--- src/rtl/shift_reg_univ.sv ---
// Universal shift register: hold, shift right/left, parallel load,
// with a saturating shift counter and a serial pattern detector.
module shift_reg_univ #(
  parameter int               WIDTH   = 8,
  parameter logic [WIDTH-1:0] PATTERN = WIDTH'(8'hB2)
) (
  input  logic                         SR_CLK,
  input  logic                         SR_RST_N,
  input  logic                         SR_EN,
  input  logic [1:0]                   SR_MODE,
  input  logic                         SR_IN,
  input  logic [WIDTH-1:0]             SR_D,
  output logic [WIDTH-1:0]             SR_O,
  output logic                         SR_SO,
  output logic [$clog2(WIDTH+1)-1:0]   SR_CNT,
  output logic                         SR_FULL,
  output logic                         SR_MATCH
);

  localparam int CW = $clog2(WIDTH + 1);
  localparam logic [CW-1:0] CNT_MAX = CW'(WIDTH);

  typedef enum logic [1:0] {
    M_HOLD  = 2'b00,
    M_RIGHT = 2'b01,
    M_LEFT  = 2'b10,
    M_LOAD  = 2'b11
  } mode_e;

  logic [WIDTH-1:0] nxt_o;
  logic             nxt_so;
  logic [CW-1:0]    nxt_cnt;
  logic [CW-1:0]    inc_cnt;
  logic             shift;

  assign inc_cnt = (SR_CNT == CNT_MAX) ? CNT_MAX : SR_CNT + 1'b1;

  always_comb begin
    nxt_o   = SR_O;
    nxt_so  = SR_SO;
    nxt_cnt = SR_CNT;
    shift   = 1'b0;
    if (SR_EN) begin
      unique case (mode_e'(SR_MODE))
        M_RIGHT: begin
          nxt_o   = {SR_IN, SR_O[WIDTH-1:1]};
          nxt_so  = SR_O[0];
          nxt_cnt = inc_cnt;
          shift   = 1'b1;
        end
        M_LEFT: begin
          nxt_o   = {SR_O[WIDTH-2:0], SR_IN};
          nxt_so  = SR_O[WIDTH-1];
          nxt_cnt = inc_cnt;
          shift   = 1'b1;
        end
        M_LOAD: begin
          nxt_o   = SR_D;
          nxt_cnt = '0;
        end
        M_HOLD: ;
        default: ;
      endcase
    end
  end

  always_ff @(posedge SR_CLK or negedge SR_RST_N) begin
    if (!SR_RST_N) begin
      SR_O     <= '0;
      SR_SO    <= 1'b0;
      SR_CNT   <= '0;
      SR_MATCH <= 1'b0;
    end else begin
      SR_O     <= nxt_o;
      SR_SO    <= nxt_so;
      SR_CNT   <= nxt_cnt;
      // Only a real shift that completes a full window can flag a match
      SR_MATCH <= shift && (nxt_o == PATTERN) && (nxt_cnt == CNT_MAX);
    end
  end

  assign SR_FULL = (SR_CNT == CNT_MAX);

endmodule

--- config.mk ---
export PLATFORM = sky130hd
export DESIGN_NAME = shift_reg_univ
export DESIGN_NICKNAME = d
export VERILOG_FILES = /design/src/rtl/shift_reg_univ.sv
export SDC_FILE = /design/constraint.sdc
export NUM_CORES = 1
export LEC_CHECK = 0
export CAP_MARGIN = 20
export CORE_MARGIN = 2
export CORE_UTILIZATION = 45
export DETAILED_ROUTE_END_ITERATION = 10
export PLACE_DENSITY = 0.81
export SLEW_MARGIN = 20
export SYNTH_ARGS = -nofsm -noshare
export SYNTH_HDL_FRONTEND = slang
export SYNTH_SLANG_ARGS = --single-unit
--- constraint.sdc ---
create_clock -name SR_CLK -period 1.51 [get_ports SR_CLK]
set_input_delay 0.302 -clock SR_CLK [delete_from_list [all_inputs] [get_ports SR_CLK]]
set_output_delay 0.302 -clock SR_CLK [all_outputs]
set_load 0.05 [all_outputs]
After elaboration in Yosys (flattened, before gate mapping)
Index checks and enable logic that the tools add are counted.
{"block": "classes", "n_mux": 8, "n_reduce_logical": 5, "eq_ne": 6, "n_addsub": 1}
{"operator": "$pmux W8 S3", "n": 1}
{"operator": "$eq A4 B4 Y1 const B", "n": 2}
{"operator": "$eq A8 B8 Y1 const B", "n": 1}
{"operator": "$mux W4", "n": 2}
{"operator": "$mux W8", "n": 1}
{"operator": "$pmux W4 S2", "n": 1}
{"operator": "$add A4 B1 Y4 const B", "n": 1}
{"operator": "$eq A2 B2 Y1 const B", "n": 2}
{"operator": "$eq A2 B1 Y1 const B", "n": 1}
{"operator": "$logic_and A1 B1 Y1", "n": 2}
{"operator": "$mux W1", "n": 2}
{"operator": "$pmux W1 S2", "n": 1}
{"operator": "$reduce_and A2 Y1", "n": 1}
{"operator": "$reduce_bool A2 Y1", "n": 1}
{"operator": "$reduce_or A2 Y1", "n": 1}
{"block": "word_totals", "reg_bits": 14, "in_bits": 14, "wordCells": 24, "out_inout_bits": 15}

Longest topological paths before layout
{"block": "logic_depth", "depth_word": 6, "ltp_mapped": 7, "mapped_depth_nobuf": 6}

Worst setup path after synthesis
OpenSTA, ideal clock, no wires.
{"block": "synth_timing", "kind": "reg2reg", "startpoint": "register SR_CNT[1]", "endpoint": "register SR_MATCH", "path_buffers": 0, "synth_period_minus_slack_ns": 2.058, "stages_incl_launch_ff": 7, "t_arrival_ns": 1.963, "setup_time_ns": 0.095, "slack_ns": -0.548, "path_cell_list": "dfrtp_1 > inv_1 > ha_1 > and3b_1 > a2bb2oi_1 > o2111ai_1 > nor4b_2"}
{"block": "synth_via", "elab_chain_len": 6, "word_cells_on_any_way": 7, "cone_classes": "add/sub: 1; eq/ne: 2; mux: 3; reduce/logical: 1"}
{"item": "start: declaration", "line": "15", "rtl": "output logic [$clog2(WIDTH+1)-1:0] SR_CNT,"}
{"item": "start signal: assignment", "line": "76", "rtl": "SR_CNT <= nxt_cnt;"}
{"item": "$eq A4 B4 Y1"}
{"item": "via SR_FULL", "line": "16", "rtl": "output logic SR_FULL,"}
{"item": "$mux W4", "line": "36", "rtl": "assign inc_cnt = (SR_CNT == CNT_MAX) ? CNT_MAX : SR_CNT + 1'b1;"}
{"item": "$pmux W4 S2", "line": "44", "rtl": "unique case (mode_e'(SR_MODE))"}
{"item": "$mux W4", "line": "43", "rtl": "if (SR_EN) begin"}
{"item": "$eq A4 B4 Y1", "line": "78", "rtl": "SR_MATCH <= shift && (nxt_o == PATTERN) && (nxt_cnt == CNT_MAX);"}
{"item": "$logic_and A1 B1 Y1", "line": "78"}
{"item": "end signal: assignment", "line": "78"}
{"item": "end: declaration", "line": "17", "rtl": "output logic SR_MATCH"}
The timed path passes the listed nets, and every way through them passes these cells.
A chain may end at the register's enable or synchronous reset.

Worst setup path in the final report
{"block": "layout_timing", "startpoint": "register SR_CNT[1]", "endpoint": "output SR_FULL"}
{"block": "layout_via", "elab_chain_len": 1}
{"item": "$eq A4 B4 Y1", "line": "82", "rtl": "assign SR_FULL = (SR_CNT == CNT_MAX);"}
{"item": "end: declaration", "line": "16"}
No other way between the ends.

==> results.tsv <==
metric	value	unit
cts_tree	built	
maxCapViolations	0	
fin_crit	1710	ps
yosys_warnings	0	
fin_crit_sh	113	%
grt_pass1_wl	6.31	mm
antenna_left	0	
grt_usage	37.9	%
multi_input_area	614	sq um
setup_slack	-200	ps
wl_per_cell	28.2	um
regArea	354	sq um
routabilityCongestion	0.930	
synth_largest_area_cell	dfrtp_1	
synth_nets	104	
cts_made_buffers	3	
fmax	585	MHz
rsz0062_at_grt	yes	
pwr-share-seq	22.1	%
p_per_area	1460	nW/um^2
diodes	0	
synth_area_per_cell	10.5	sq um
synth_edf_count	0	
violations	setup timing	
vdd_ir_drop_max	1.44	mV
max_stage_delay	430	ps
stdcell_count	174	
area_delta_synth_final	103	%
start_util	46.6	%
p_clk_share	11.3	%
hold_class	in -> async	
path_class	reg -> out	
finalWirelength	4.90	mm
dp_hpwl	2.28	mm
fp.dieW	48.4	um
synth_area_leaders	dfrtp_1 40%, a222oi_1 9.0%, ha_1 8.5%	
grt_max_degree	15	
ys_seq_elements	14	
yosysSeqAreaShare	39.5	%
synth_cell_type_count	27	
hold_buffers	0	
grt_overflow	0	
crit_arrival	1410	ps
final_nets	168	
core	1900	sq um
dieArea	2340	sq um
startpoint	SR_CNT[1]	
viasPerCell	6.37	
internal_power	1.46	mW
rr_startpoint	SR_CNT[1]	
clock_tree.buffer_depth	2	
firstDrtPassIters	7	
critPathRequiredTime	1210	ps
clock_latency	300	ps
slew_violations	0	
clockRootBuffer	clkbuf_4	
cp_max_fo	2	
grt_pass1_vias	1177	
cts.sinks	14	
slew_headroom	62.9	%
synthFlopType	dfrtp_1	
setup_violations	3	
synthArstFlopShare	100	%
start_kind	register	
rows	16	
clock_skew	0.976	ps
cp_cell_sequence	inv_2 -> ha_4 -> and3b_2 -> buf_6 -> buf_12	
power_switching	1.16	mW
sw_frac_of_total	44.4	%
dieHeight	48.4	um
drc_errors	0	
hold_violations	0	
route.vias.total	1109	
combinationalPowerShare	66.6	%
port_buffers	28	
synth_cells	84	
worst_setup_path_end_kind	output pin	
p_leak	0.814	nW
status	complete, but fails checks	
drt_iter0_markers	68	
io_pins	29	
clk_pin_slew_worst_paths	100	ps
drive_above_1_share	57.8	%
synth_top_area_share	39.5	%
dp_cells	159	
htreeDepth	1	
antenna_found_initial	0	
fillers	46	
p_total	2.62	mW
cp_slowest_cell	dfrtp_2	
tightest_slew	557	ps
synth.cell_area	886	sq um
-- worst paths after layout --
path                                  end  slack (ps)  depth (start not counted)
worst max-delay path              SR_FULL        -200                          5
worst min-delay path             SR_MATCH         320                          2
worst max register to register   SR_MATCH        -150                          7
worst min register to register      SR_SO         710                          2
max in group asynchronous       SR_CNT[0]        1000                          2
min in group SR_CLK                 SR_SO         430                          3
-- worst max-delay path, delay by kind of cell (launching register included) --
family | cells | cell delay [ps]
DFF | 1 | 430
buffers and inverters | 3 | 320
and+or+nand+nor | 1 | 220
adders and majority gates | 1 | 150
-- stage by stage --
| step | worst slack (ps) | setup TNS [ps] | area, sq um | utilization [%] | hold slack, ps |
|---|---|---|---|---|---|
| finish | -200 | -401 | 1800 | 94.7 | 323 |
| global route | -239 | -505 | 1800 | 94.7 | 334 |
| CTS | -106 | -164 | 1700 | 89.6 | 330 |
| detailed placement | -801 | -6580 | 1510 | 79.1 | 574 |
| global placement | -710 | -5510 | 1510 | 79.1 | 571 |
| floorplan | -179 | -179 | 903 | - | 6.41 |
-- layer usage --
metal / GRT usage [%] / vias to the layer above / wire length [um]
met2: 57.9 / 96 / 2400
met3: 10.5 / 38 / 463
met1: 45.5 / 539 / 1670
met4: 28.6 / 0 / 365
met5: 0 / - / 0
li1: - / 436 / -
-- state kept, by name, indices dropped and copies added (netlist names) --
signal	flops
SR_CNT	4
SR_O	8
SR_MATCH	1
SR_SO	1
-- Yosys cell counts (2+ instances only) --
cell type  instances
nand2b_1           2
o21ai_0            2
nand2_1            3
mux2_2             2
nor2b_1            2
mux2i_1            6
nand4_1            2
a222oi_1           8
nor2_1             4
buf_6              2
ha_1               6
o2111ai_1          2
dfrtp_1           14
nand3_1            3
inv_1             13
and2_2             2
-- cell type report --
| cell class | instances | share of cell area (%) |
|---|---|---|
| flip-flops and latches | 14 | 19.7 |
| well taps | 27 | 1.88 |
| multi-input cells | 53 | 34.1 |
| clock buffers | 4 | 2.02 |
| repair buffers | 63 | 39.5 |
| inverters | 13 | 2.85 |
-- timing repair --
| action | 4_1_cts | 5_1_grt |
|---|---|---|
| endpoints found under the setup margin | 15 | 6 |
| gates resized for setup | 27 | 15 |
| pin swaps | 3 | 10 |
| setup buffers | 6 | 5 |
-- cells by family (layout without fill, tap and decap cells) --
logic type      after synthesis  count (layout)  synth area share [%]
simple gates                 23              23                  16.9
fa+ha+maj                     6               6                  8.47
mux                           8               8                  9.32
flops                        14              14                  39.5
compound gates               16              16                  15.4
buf+inv                      17              80                  10.3
-- power groups by stage --
stage	registers [mW]	clock network (mW)	logic, mW
floorplan	0.835	0	0.326
detailed placement	0.563	0	1.33
global placement	0.555	0	1.29
finish	0.579	0.297	1.75
global route	0.579	0.310	1.79
CTS	0.556	0.275	1.50
-- layout by cell type (no fill, tap or decap), drive strengths merged, types with 2 or more instances in the layout --
cell type and n:
o2111ai 2, mux2 2, nand4 2, clkbuf 6
buf 50, nor2b 3, a222oi 8, inv 13
nand2b 2, o21ai 2, dfrtp 14, nand3 3
ha 6, mux2i 6, and2 2, clkdlybuf4s50 10
nand2 3, nor2 4
(Power assumes the default switching activity.)
